## src/rtl/sm_alu_pkg.sv

```systemverilog
// Shared types for the sequential sign-magnitude arithmetic unit.
package sm_alu_pkg;

  typedef enum logic [1:0] {
    OP_ADD = 2'b00,
    OP_SUB = 2'b01,
    OP_MUL = 2'b10,
    OP_CMP = 2'b11
  } op_t;

  typedef enum logic [1:0] {
    S_IDLE,
    S_MUL,
    S_DONE
  } state_t;

endpackage

```

## src/rtl/sm_addsub_comb.sv

```systemverilog
// Combinational sign-magnitude add/sub with signed compare and zero normalisation.
module sm_addsub_comb #(
  parameter int unsigned WIDTH = 8
) (
  input  logic [WIDTH-1:0] am,
  input  logic [WIDTH-1:0] bm,
  input  logic             as,
  input  logic             bs,
  input  logic             b_inv,
  output logic [WIDTH-1:0] ym,
  output logic             ys,
  output logic             carry,
  output logic             equal,
  output logic             lessthan
);

  logic [WIDTH:0]   sum;
  logic [WIDTH-1:0] mag;
  logic             bs_eff;
  logic             sign;
  logic             both_zero;

  always_comb begin
    bs_eff = bs ^ b_inv;
    sum    = {1'b0, am} + {1'b0, bm};
    mag    = '0;
    sign   = 1'b0;
    carry  = 1'b0;
    if (as == bs_eff) begin
      mag   = sum[WIDTH-1:0];
      carry = sum[WIDTH];
      sign  = as;
    end else if (am >= bm) begin
      mag  = am - bm;
      sign = as;
    end else begin
      mag  = bm - am;
      sign = bs_eff;
    end
    ym = mag;
    ys = sign & (|mag);
  end

  // Comparison always uses the operand signs as given, never the inverted subtrahend.
  always_comb begin
    both_zero = (am == '0) && (bm == '0);
    equal     = both_zero || ((am == bm) && (as == bs));
    lessthan  = 1'b0;
    if (!both_zero) begin
      if (as != bs)
        lessthan = as;
      else if (as)
        lessthan = am > bm;
      else
        lessthan = am < bm;
    end
  end

endmodule

```

## src/rtl/sm_alu_seq.sv

```systemverilog
// Multi-cycle sign-magnitude ALU: add/sub/cmp in one cycle, shift-add multiply over WIDTH cycles.
module sm_alu_seq
  import sm_alu_pkg::*;
#(
  parameter int unsigned WIDTH = 8
) (
  input  logic             clk,
  input  logic             reset,
  input  logic             start,
  input  logic [1:0]       op,
  input  logic [WIDTH-1:0] am,
  input  logic [WIDTH-1:0] bm,
  input  logic             as,
  input  logic             bs,
  output logic             busy,
  output logic             done,
  output logic [WIDTH-1:0] ym,
  output logic             ys,
  output logic             of,
  output logic             equal,
  output logic             lessthan
);

  localparam int unsigned CW = $clog2(WIDTH + 1);

  state_t state, state_next;
  op_t    op_in, op_r, op_sel;

  logic [WIDTH-1:0]   am_r, bm_r, am_sel, bm_sel;
  logic               as_r, bs_r, as_sel, bs_sel;
  logic [2*WIDTH-1:0] acc, acc_next;
  logic [WIDTH:0]     hi_sum;
  logic [CW-1:0]      cnt;
  logic               idle, accept, mul_last, load_res;

  logic [WIDTH-1:0] as_ym;
  logic             as_ys, as_carry, cmp_eq, cmp_lt;

  assign op_in    = op_t'(op);
  assign idle     = (state == S_IDLE);
  assign accept   = idle && start;
  assign mul_last = (state == S_MUL) && (cnt == CW'(WIDTH - 1));
  assign load_res = (accept && (op_in != OP_MUL)) || mul_last;

  // Single-cycle ops write results on the accept edge, so the comb path sees live inputs while idle.
  assign op_sel = idle ? op_in : op_r;
  assign am_sel = idle ? am    : am_r;
  assign bm_sel = idle ? bm    : bm_r;
  assign as_sel = idle ? as    : as_r;
  assign bs_sel = idle ? bs    : bs_r;

  sm_addsub_comb #(.WIDTH(WIDTH)) u_addsub (
    .am       (am_sel),
    .bm       (bm_sel),
    .as       (as_sel),
    .bs       (bs_sel),
    .b_inv    (op_sel == OP_SUB),
    .ym       (as_ym),
    .ys       (as_ys),
    .carry    (as_carry),
    .equal    (cmp_eq),
    .lessthan (cmp_lt)
  );

  // Upper half accumulates, lower half holds the remaining multiplier bits.
  always_comb begin
    hi_sum   = {1'b0, acc[2*WIDTH-1:WIDTH]} + {1'b0, am_r & {WIDTH{acc[0]}}};
    acc_next = {hi_sum, acc[WIDTH-1:1]};
  end

  always_ff @(posedge clk) begin
    if (reset)
      state <= S_IDLE;
    else
      state <= state_next;
  end

  always_comb begin
    state_next = state;
    case (state)
      S_IDLE:  if (start) state_next = (op_in == OP_MUL) ? S_MUL : S_DONE;
      S_MUL:   if (mul_last) state_next = S_DONE;
      S_DONE:  state_next = S_IDLE;
      default: state_next = S_IDLE;
    endcase
  end

  always_comb begin
    busy = (state != S_IDLE);
    done = (state == S_DONE);
  end

  always_ff @(posedge clk) begin
    if (reset) begin
      op_r     <= OP_ADD;
      am_r     <= '0;
      bm_r     <= '0;
      as_r     <= 1'b0;
      bs_r     <= 1'b0;
      acc      <= '0;
      cnt      <= '0;
      ym       <= '0;
      ys       <= 1'b0;
      of       <= 1'b0;
      equal    <= 1'b0;
      lessthan <= 1'b0;
    end else begin
      if (accept) begin
        op_r <= op_in;
        am_r <= am;
        bm_r <= bm;
        as_r <= as;
        bs_r <= bs;
        acc  <= {{WIDTH{1'b0}}, bm};
        cnt  <= '0;
      end else if (state == S_MUL) begin
        acc <= acc_next;
        cnt <= cnt + CW'(1);
      end
      if (load_res) begin
        equal    <= cmp_eq;
        lessthan <= cmp_lt;
        case (op_sel)
          OP_MUL: begin
            ym <= acc_next[WIDTH-1:0];
            ys <= (as_r ^ bs_r) & (|acc_next[WIDTH-1:0]);
            of <= |acc_next[2*WIDTH-1:WIDTH];
          end
          OP_CMP: begin
            ym <= '0;
            ys <= 1'b0;
            of <= 1'b0;
          end
          default: begin
            ym <= as_ym;
            ys <= as_ys;
            of <= as_carry;
          end
        endcase
      end
    end
  end

endmodule

```

## config.mk

```make
export PLATFORM = sky130hd
export DESIGN_NAME = sm_alu_seq
export DESIGN_NICKNAME = d
export VERILOG_FILES = /design/src/rtl/sm_alu_pkg.sv /design/src/rtl/sm_addsub_comb.sv /design/src/rtl/sm_alu_seq.sv
export SDC_FILE = /design/constraint.sdc
export NUM_CORES = 1
export LEC_CHECK = 0
export BUFFER_PORTS_ARGS = -buffer_cell sky130_fd_sc_hd__buf_2
export CELL_PAD_IN_SITES_DETAIL_PLACEMENT = 0
export CELL_PAD_IN_SITES_GLOBAL_PLACEMENT = 1
export CORE_ASPECT_RATIO = 0.6
export CORE_MARGIN = 2
export CORE_UTILIZATION = 45
export CTS_CLUSTER_SIZE = 28
export DETAILED_ROUTE_END_ITERATION = 10
export GPL_TIMING_DRIVEN = 0
export PLACE_DENSITY_LB_ADDON = 0.1
export RECOVER_POWER = 25
export SLEW_MARGIN = 20
export SYNTH_ARGS = -nofsm -noshare
export SYNTH_HDL_FRONTEND = slang
export SYNTH_SLANG_ARGS = --single-unit
```

## constraint.sdc

```tcl
create_clock -name clk -period 6.68 [get_ports clk]
set_input_delay 1.002 -clock clk [delete_from_list [all_inputs] [get_ports clk]]
set_output_delay 1.002 -clock clk [all_outputs]
set_load 0.01 [all_outputs]
```

After elaboration in Yosys (flattened, before gate mapping):

Index checks and enable logic that the tools add are counted.

* add/subtract/negate cells: 5
* magnitude comparators: 3
* eq/ne operators: 14
* multiplexer cells: 22
* bitwise logic cells: 5
* reduce and logical (&&, ||, !) cells: 17

Operators with widths (number)
* 8-bit two-way mux: 6
* 8-bit OR reduction: 3
* 8-bit by 8-bit adder with 9-bit output: 2
* 8-bit zero test: 2
* 8-bit case mux with 2 select lines: 1
* 8-bit subtractor: 2
* 8-bit bitwise AND: 1
* 2-bit equality test (second input constant): 4
* 8-bit equality test: 1
* 8-bit >= comparator: 1
* 8-bit greater-than comparator: 1
* 8-bit less-than comparator: 1
* 1-bit two-way mux: 8
* 2-bit two-way mux: 4
* 2-bit != test (second input constant): 3
* 1-bit logical AND: 5
* 4-bit by 1-bit adder with 4-bit output (second input constant): 1
* 2-bit by 1-bit equality test with 1-bit output (second input constant): 2
* 4-bit by 3-bit equality test with 1-bit output (second input constant): 1
* 1-bit case mux with 2 select lines: 2
* 2-bit case mux with 2 select lines: 1
* 2-bit nonzero test: 2
* 1-bit bitwise AND: 2
* 1-bit equality test: 2
* other kinds (6): 8

* bits in registers: 54
* output and inout bits: 14
* word-level logic and storage cells: 80

Logic depth before layout (Yosys ltp):

Gate-level depths: netlist (run 1).

* word-level depth: 9
* mapped depth: 17
* depth with buffers taken out: 14

Modules after synthesis:

Synthesis (run 1) repeated with hierarchy kept, for this count alone.

* cells, all modules: 508
* area total of the unflattened synthesis: 3977.6 sq um

By module, submodules not included
* sm_alu_seq: instances 1, cells each 338, area an instance 2773.9 sq um
* sm_addsub_comb: instances 1, cells each 170, area an instance 1203.7 sq um

Least setup slack after synthesis (run 1):

OpenSTA, ideal clock, no wires.

* path kind: input port to flip-flop
* start point: input bm[1]
* end point: register ys
* setup time: 127 ps
* arrival time: 3416 ps
* data required time: 6553 ps
* path slack: 3137 ps
* cell stages on the path: 12
* buffers on the path: 1
* path through: mux2i_1 -> inv_1 -> ha_1 -> and4b_1 -> nor3b_2 -> o21a_1 -> buf_4 -> mux2i_1 -> mux2i_1 -> or3b_1 -> nor4_1 -> a21oi_1

* word-level cells in the longest chain between the ends: 7

RTL lines
* start: declaration: RTL line sm_alu_seq.sv:12 `input logic [WIDTH-1:0] bm,`
* 8-bit two-way mux *: RTL line sm_alu_seq.sv:48 `assign bm_sel = idle ? bm : bm_r;`
* 8-bit subtractor (tied with other cells): RTL line sm_addsub_comb.sv:37 `mag = bm - am;`
* 8-bit two-way mux: RTL line sm_addsub_comb.sv:33 `end else if (am >= bm) begin`
* 8-bit two-way mux: RTL line sm_addsub_comb.sv:29 `if (as == bs_eff) begin`
* 8-bit OR reduction: RTL line sm_addsub_comb.sv:41 `ys = sign & (|mag);`
* 1-bit bitwise AND *: RTL line sm_addsub_comb.sv:41
* 1-bit case mux with 2 select lines *: RTL line sm_alu_seq.sv:123 `case (op_sel)`
* end signal: assignment: RTL line sm_alu_seq.sv:126 `ys <= (as_r ^ bs_r) & (|acc_next[WIDTH-1:0]);`
* end signal: assignment: RTL line sm_alu_seq.sv:136 `ys <= as_ys;`
* end: declaration: RTL line sm_alu_seq.sv:18 `output logic ys,`

Every way passes the cells marked *; elsewhere a longest branch is shown, timed or not.
A chain may end at the register's enable or synchronous reset.

Worst setup path in the final report (run 1):

* start point: register state[1]
* end point: register ys

* word-level cells in the longest chain between the ends: 9

RTL lines
* start: declaration: RTL line sm_alu_seq.sv:26 `state_t state, state_next;`
* start signal: assignment: RTL line sm_alu_seq.sv:75 `state <= state_next;`
* branches (longest 9 deep; another with 8-bit subtractor)

Several ways; the timed one is not identified.

==> results.md, run 1 <==
* Worst endpoint required time at 6.87 ns
* Minimum clock period at 4.70 ns
* Tot GR Track Use at 25.1%
* # diodes at 0
* Reg power frac at 34.6%
* Synth cell types at 58
* Pwr Density at 239 mW/mm²
* Setup WS post-layout at 1.98 ns
* Int Pwr at 0.644 mW
* Unrepaired setup endpoints after global routing: no
* Die height at 76.4 µm
* # nets final at 600
* Max-Cap Viols at 0
* Post-synth top cells: 86 x nand2_1, 55 x a21oi_1, 54 x dfxtp_1
* Arrival time of the worst setup path at 4.90 ns
* # clock sinks at 54
* Fin Clk Skew at 0.00976 ns
* H-tree depth at 2
* Largest net degree at the start of global routing at 20
* CP Launch Type: register
* Routed vias at 3,639
* Cells after Synth at 500
* Fmax at 0.213 GHz
* CTS tree: yes
* Area Overhead vs Synth at 11.2%
* Clock power share at 26.7%
* Max rail drop VDD at 0.000132 V
* Place WS at 2.42 ns
* Actual slew at the worst max-slew pin at 0.914 ns
* Slowest stage delay, CP at 0.74 ns
* Vias per cell at 5.56
* Synth top area share at 27.5%
* Syn Area/Cell at 7.87 µm²
* Most numerous cell in the Yosys netlist: nand2_1
* Antenna-violating nets left at 0
* Area contributors post-synth: dfxtp_1 27%, ha_1 10%, nand2_1 8.2%
* Initial Utilization at 46.3%
* Global-route wire length before repair at 18,800 µm
* Total Power at 1.05 mW
* Final HPWL DP at 9080 µm
* Post_cts resized at 0
* Wirelength per Cell at 17.6 µm
* Post-synth EDFFs at 0
* Critical Path End Type: register
* Num rows at 26
* Max FO, Critical Path at 10
* Core area at 0.00849 mm²
* Routed wire length at 11,500 µm
* Setup violations, final at 0
* Grt total ovfl at 0
* Clock-pin slew on the worst setup and hold paths at 0.08 ns
* Final period util at 70.4%
* Residual DRC count at 0
* IO Count at 37
* Clk_lat worst skew at 0.31 ns
* WHS at 0.458 ns
* Gpl congestion at 0.885
* Proportion of layout cells with a drive suffix above 1 at 9.04%
* # hold bufs at CTS at 0
* Yosys reg bits at 54
* Yosys warning count at 0
* Post-synth ARST share at 0%
* Worst path cell trace: clkbuf_1, nor2_1, buf_6, mux2i_1, inv_1, fa_1, nand3_1, nor3b_2, o21a_1, buf_4, mux2i_1, mux2i_1, or3b_1, nor4_1, a21oi_1
* Initial antenna violation count at 0
* Lkg Pwr at 1.98 nW
* First-pass DRT Iterations at 5
* Setup bufs post-CTS at 0
* Psw at 0.403 mW
* Max_slew headroom at 38.9%
* Ys flop type: dfxtp_1
* Slew Viols, Final at 0
* Register area share after synthesis at 27.5%
* Status: completed
* Synth Net Count at 559
* Iteration-0 DRC Markers at 275
* Final Hold Viols at 0
* Yosys top cell by area: dfxtp_1
* Switching share of power at 38.5%
* Syn Std Cell Area at 0.00393 mm²
* Buffers on Ports at 34
* Root Driver: clkbuf_16
* Post-Route Setup TNS at 0 ns
* CTS max path bufs at 2
* Vias in the first global route at 3,422
* Most frequent CP cell: mux2i_1
* Critical path's slowest cell: nor2_1
* Combinational power share at 38.7%
* Clock buffer count from CTS at 5
* Min-Delay Path Class: reg -> reg
* Kind of critical path: reg -> reg
* Die area at 0.00953 mm²
* Die width at 125 µm
-- path summary, 6_finish.rpt --
path | endpoint | startpoint | cells past startpoint | slack [ns]
worst max-delay path | ys | state[1] | 15 | 1.98
worst min register to register | bm_r[6] | bm_r[6] | 2 | 0.46
worst max register to register | ys | state[1] | 15 | 1.98
worst min-delay path | bm_r[6] | bm_r[6] | 2 | 0.46
-- cells in the final DEF (no fill, tap or decap), types with 3 or more instances in the layout --
cell       count
a21oi_1       55
nand4_1        6
nor3_1        13
nand2b_1       7
nor2_1        42
and2_1        10
clkbuf_1      31
a221oi_1       7
xor2_1         5
nor2b_1       13
buf_2         24
a21o_1         4
inv_1         28
ha_1          32
or3_1          4
nor4_1         4
xnor2_1       13
mux2i_1       25
fa_1           4
buf_6          3
nand2_1       86
clkbuf_16      5
a31oi_1        6
o21ai_0        8
o22ai_1        4
dfxtp_1       54
o21bai_1       4
o21a_1         5
-- worst max-delay path, delay by kind of cell, from the launching register on --
kind                     cells  cell delay, ns
AO/OA/AOI/OAI                2            0.23
adder cells (fa/ha/maj)      1            0.50
buffers and inverters        4            0.86
flip-flops                   1            0.30
multiplexers                 3            1.04
AND/OR/NAND/NOR              5            1.65
-- stage by stage --
stage	util (%)	instances	cell area [µm²]
final	51.5	654	4370
after global routing	51.5	654	4370
after CTS	51.8	654	4400
after detailed placement	50.0	646	4240
after global placement	50.0	646	4240
after floorplan	-	500	3930
-- cell families after synthesis --
family | share of synthesized area (%)
AO/OA/AOI/OAI | 18.2
XOR/XNOR | 5.15
adder cells (fa/ha/maj) | 12.2
buffers and inverters | 6.04
flip-flops | 27.5
multiplexers | 8.08
AND/OR/NAND/NOR | 22.8
-- flip-flops by register name, summed over array words and instances, names as in the netlist --
signal,count
as_r,1
bm_r,8
state,2
bs_r,1
op_r,2
equal,1
cnt,4
ym,8
acc,16
lessthan,1
ys,1
am_r,8
of,1
-- power groups by stage --
stage / sequential (mW) / clock, mW / combinational [mW]
final: 0.362 / 0.280 / 0.405
after detailed placement: 0.369 / 0 / 0.400
after global placement: 0.369 / 0 / 0.398
after global routing: 0.365 / 0.298 / 0.448
after floorplan: 0.369 / 0 / 0.282
after CTS: 0.361 / 0.285 / 0.403
-- layer usage --
layer  routed length, µm  vias to the layer above  GRT usage [%]
met5                   0                        -              0
met1                6150                     1715           39.9
li1                    -                     1800              -
met4                  48                        0           4.38
met3                 763                        4           3.93
met2                4530                      120           35.6
-- cell type report --
type / count / area [µm²]
multi-input combinational: 391 / 2610
buffer: 26 / 126
tap: 112 / 140
inverter: 29 / 109
clock buffer: 5 / 125
fill: 843 / 4120
clock inverter: 3 / 28.8
sequential: 54 / 1080
timing repair buffer: 34 / 155
Power figures use the tool's default switching activity.
==> run 2, diff against run 1 <==
==> constraint.sdc (replaced) <==
create_clock -name clk -period 4.9 [get_ports clk]
set_input_delay 0.735 -clock clk [delete_from_list [all_inputs] [get_ports clk]]
set_output_delay 0.735 -clock clk [all_outputs]
set_load 0.01 [all_outputs]
==> run 2 against run 1 <==
Final cell count unchanged. Routed wire length up 0.12%. Non-clock buffer count unchanged. Sequential share of layout area about the same. First-iteration DRC count up 5.1%. Total power up 37%. Clock power up 37%. Die area unchanged. Critical path type unchanged. Largest cell class unchanged.
==> results.md, run 2 (synthesized netlist as in run 1, its figures left out) <==
* Pwr Density at 327 mW/mm²
* Int Pwr at 0.879 mW
* Area of the multi-input gates at 0.00262 mm²
* Min-Delay Path Class: reg -> reg
* Slowest stage delay, CP at 0.59 ns
* CP Launch Type: register
* Actual slew at the worst max-slew pin at 0.664 ns
* Routed vias at 3,678
* Max rail drop VDD at 0.000180 V
* Final Util at 51.6%
* Kind of critical path: reg -> reg
* Combinational power share at 38.7%
* Hold Path Origin: bm_r[6]
* Unrepaired setup endpoints after global routing: no
* Fill cells at 841
* Grt total ovfl at 0
* Most frequent cells in the layout: 86 x nand2_1, 55 x a21oi_1, 54 x dfxtp_1
* Largest Register: acc
* Largest net degree at the start of global routing at 20
* Worst hold endpoint: bm_r[6]
* CTS tree: yes
* Max FFs per register at 16
* Final Hold Viols at 0
* H-tree depth at 2
* Lkg Pwr at 1.98 nW
* Area Overhead vs Synth at 11.4%
* Dpl cell area at 0.00424 mm²
* Core area at 0.00849 mm²
* R2R cell count at 15
* Fin Clk Skew at 0.0107 ns
* # diodes at 0
* Clock buffer count from CTS at 5
* Critical Path End Type: register
* Vias per cell at 5.62
* Setup violations, final at 0
* IO Count at 37
* Status: completed
* Global-route wire length before repair at 18,800 µm
* # nets final at 600
* Die area at 0.00953 mm²
* Hold path depth at 2
* Worst r2r dst: ys
* Critical path's slowest cell: mux2i_1
* Wirelength per Cell at 17.6 µm
* # clock sinks at 54
* Gpl congestion at 0.885
* Routed wire length at 11,500 µm
* Clock power share at 26.8%
* Proportion of layout cells with a drive suffix above 1 at 9.41%
* # hold bufs at CTS at 0
* Residual DRC count at 0
* Max-Cap Viols at 0
* Minimum clock period at 4.27 ns
* R2R Setup Slk at 0.63 ns
* Fin area at 0.00438 mm²
* Tot GR Track Use at 25.1%
* Fmax at 0.234 GHz
* Place WS at 0.750 ns
* Arrival time of the worst setup path at 4.47 ns
* Root Driver: clkbuf_16
* Worst path cell trace: clkbuf_1, nor2_4, buf_6, mux2i_1, inv_1, fa_1, nand3_1, nor3b_2, o21a_1, buf_4, mux2i_1, mux2i_1, or3b_1, nor4_1, a21oi_1
* Die width at 125 µm
* Crit path max-delay family: simple AND/OR/NAND/NOR gates
* Initial Utilization at 46.3%
* Num rows at 26
* Antenna-violating nets left at 0
* Post-Route Setup TNS at 0 ns
* Switching share of power at 38.6%
* Leading cell type in the layout, fill and taps excluded: nand2_1
* Worst endpoint required time at 5.10 ns
* Final period util at 87.1%
* Worst path bufs/invs at 4
* Slew Viols, Final at 0
* Max FO, Critical Path at 10
* Max_slew headroom at 54.5%
* Most frequent CP cell: mux2i_1
* Psw at 0.554 mW
* Setup WS post-layout at 0.630 ns
* Vias in the first global route at 3,422
* Worst r2r src: state[1]
* Die height at 76.4 µm
* Reg power frac at 34.5%
* Post_cts resized at 0
* Initial antenna violation count at 0
* Clock-pin slew on the worst setup and hold paths at 0.08 ns
* First-pass DRT Iterations at 5
* Setup bufs post-CTS at 0
* CTS max path bufs at 2
* WHS at 0.458 ns
* Iteration-0 DRC Markers at 289
* Clk_lat worst skew at 0.31 ns
* Final HPWL DP at 9080 µm
* Reg area at 0.00108 mm²
* Buffers on Ports at 34
-- run 2: cell type report --
class                   instances  area share, %
clock buffers                   5           2.86
flip-flops and latches         54           24.7
inverters                      29           2.48
multi-input cells             391           59.7
clock inverters                 3          0.657
well taps                     112           3.20
repair buffers                 34           3.54
plain buffers                  26           2.91
-- run 2: power by group through the flow --
stage,Sequential [mW],Combinational [mW],Clock (mW)
after floorplan,0.503,0.385,0
after global placement,0.503,0.543,0
after detailed placement,0.503,0.546,0
after CTS,0.493,0.550,0.388
after global routing,0.498,0.612,0.406
final,0.494,0.554,0.384
-- run 2: how the worst max path moves through the flow --
stage,slack [ns],from,cells after the start,end
after CTS,0.73,state[1],15,ys
after global placement,0.82,state[1],15,ys
after floorplan,1.48,state[1],15,ys
after global routing,0.13,state[1],15,ys
after detailed placement,0.75,state[1],15,ys
final,0.63,state[1],15,ys
-- run 2: metrics by stage --
stage          total power [mW]  std cells
2_1_floorplan             0.888        500
3_3_place_gp               1.05        646
3_5_place_dp               1.05        646
4_1_cts                    1.43        654
5_1_grt                    1.52        654
6_report                   1.43        654
-- run 2: routing by layer --
layer / wire [µm] / track usage (%)
met1: 6240 / 39.9
met2: 4550 / 35.6
met3: 645 / 3.93
met4: 76 / 4.38
met5: 0 / 0
-- run 2: worst reg2reg max path: cells and delay by family (launching register included) --
| family | cells | cell delay, ns |
|---|---|---|
| DFF | 1 | 0.30 |
| AOI/OAI and AO/OA | 2 | 0.23 |
| muxes | 3 | 1.04 |
| buffers and inverters | 4 | 0.84 |
| adders and majority gates | 1 | 0.50 |
| and+or+nand+nor | 5 | 1.25 |
==> run 3, diff against run 2 <==
==> constraint.sdc (replaced) <==
create_clock -name clk -period 4.9 [get_ports clk]
set_input_delay 0.245 -clock clk [delete_from_list [all_inputs] [get_ports clk]]
set_output_delay 0.245 -clock clk [all_outputs]
set_load 0.01 [all_outputs]
==> run 3 against run 2 <==
Combinational power barely moved. Via count is the same. Clock power about the same. Final cell count is the same. Register-to-register slack about the same. Sequential share of layout area is essentially flat. Critical path depth is the same. Critical endpoint unchanged. Flip-flop and latch count is the same. Count of clock-buffer cells in the layout did not move. Critical path type unchanged. Largest cell class unchanged. Utilization is essentially flat.
==> results.md, run 3 (synthesized netlist as in run 1, its figures left out) <==
* Setup WS post-layout at 0.631 ns
* Area of the multi-input gates at 0.00262 mm²
* Pwr Density at 327 mW/mm²
* Leading cell type in the layout, fill and taps excluded: nand2_1
* CTS tree: yes
* # hold bufs at CTS at 0
* Final period util at 87.1%
* Reg area at 0.00108 mm²
* Kind of critical path: reg -> reg
* Status: completed
* Num rows at 26
* Actual slew at the worst max-slew pin at 0.665 ns
* Root Driver: clkbuf_16
* Non-Filler Instances at 654
* Clk_lat worst skew at 0.31 ns
* Dpl cells at 646
* Max_slew headroom at 54.4%
* Buffers on Ports at 34
* Clock buffer count from CTS at 5
* Place WS at 0.750 ns
* Min-Delay Path Class: in -> reg
* Proportion of layout cells with a drive suffix above 1 at 9.23%
* Setup bufs post-CTS at 0
* IO Count at 37
* Vias per cell at 5.62
* Post-Route Setup TNS at 0 ns
* Max FO, Critical Path at 10
* Max-Cap Viols at 0
* Largest Register: acc
* # clock sinks at 54
* Critical Path End Type: register
* Fill cells at 842
* Setup violations, final at 0
* Most frequent cells in the layout: 86 x nand2_1, 55 x a21oi_1, 54 x dfxtp_1
* Arrival time of the worst setup path at 4.47 ns
* Die width at 125 µm
* Minimum clock period at 4.27 ns
* Residual DRC count at 0
* Initial antenna violation count at 0
* Slew Viols, Final at 0
* CTS max path bufs at 2
* Lkg Pwr at 1.98 nW
* R2R cell count at 15
* Gpl congestion at 0.885
* Global-route wire length before repair at 18,800 µm
* Largest net degree at the start of global routing at 20
* Final HPWL DP at 9080 µm
* Unrepaired setup endpoints after global routing: no
* Max FFs per register at 16
* Tot GR Track Use at 25.1%
* Iteration-0 DRC Markers at 289
* Die area at 0.00953 mm²
* Clock-pin slew on the worst setup and hold paths at 0.08 ns
* Post_cts resized at 0
* Initial Utilization at 46.3%
* Die height at 76.4 µm
* Hold path depth at 3
* # nets final at 600
* Area Overhead vs Synth at 11.4%
* Vias in the first global route at 3,422
* # diodes at 0
* Grt total ovfl at 0
* Fin Clk Skew at 0.0107 ns
* Max rail drop VDD at 0.000180 V
* Routed wire length at 11,500 µm
* Core area at 0.00849 mm²
* Routed vias at 3,678
* CP Launch Type: register
* Final Hold Viols at 0
* Worst endpoint required time at 5.10 ns
* Antenna-violating nets left at 0
* H-tree depth at 2
* Wirelength per Cell at 17.6 µm
* First-pass DRT Iterations at 5
* Fmax at 0.234 GHz
==> run 3: changes by cell type in the layout (fill, tap and decap cells not counted) <==
cell | previous run | this run
buf_2 | 25 | 24
clkbuf_1 | 30 | 31
==> run 3: layer usage <==
metal,vias up,share of wire [%],global-route usage [%],wire [µm]
met2,107,40,35.6,4550
met3,8,5.6,3.93,644
met5,-,0,0,0
met1,1760,54,39.9,6240
met4,0,0.66,4.38,76
li1,1803,-,-,-
==> run 3: area by class of cell <==
| class | count | share of cell area, % |
|---|---|---|
| buffer | 26 | 2.91 |
| clock buffer | 5 | 2.86 |
| clock inverter | 3 | 0.657 |
| inverter | 29 | 2.48 |
| multi-input combinational | 391 | 59.7 |
| sequential | 54 | 24.7 |
| tap | 112 | 3.20 |
| timing repair buffer | 34 | 3.51 |
==> run 3: per-stage QoR <==
step	util [%]	instance area, µm²	hold WS [ns]	total power, mW
after floorplan	-	3930	0.381	0.888
final	51.6	4380	0.185	1.43
after CTS	51.8	4400	0.181	1.43
after detailed placement	50.0	4240	0.447	1.05
after global routing	51.6	4380	0.191	1.52
after global placement	50.0	4240	0.441	1.05
==> run 3: final timing paths <==
| path | startpoint | to | slack (ns) |
|---|---|---|---|
| worst max-delay path | state[1] | ys | 0.63 |
| worst min register to register | bm_r[6] | bm_r[6] | 0.46 |
| worst min-delay path | am[1] | am_r[1] | 0.19 |
| worst max register to register | state[1] | ys | 0.63 |
==> run 3: critical path: stages (launching register included) <==
cell      delay, ns
dfxtp_1        0.30
clkbuf_1       0.22
nor2_4         0.33
buf_6          0.23
mux2i_1        0.59
inv_1          0.21
fa_1           0.50
nand3_1        0.10
nor3b_2        0.23
o21a_1         0.14
buf_4          0.17
mux2i_1        0.25
mux2i_1        0.19
or3b_1         0.41
nor4_1         0.18
a21oi_1        0.09
==> run 3: power breakdown <==
part / internal, mW / switching, mW / leakage, nW
sequential: 0.470 / 0.0237 / 0.442
clock: 0.196 / 0.189 / 0.0759
combinational: 0.213 / 0.341 / 1.46
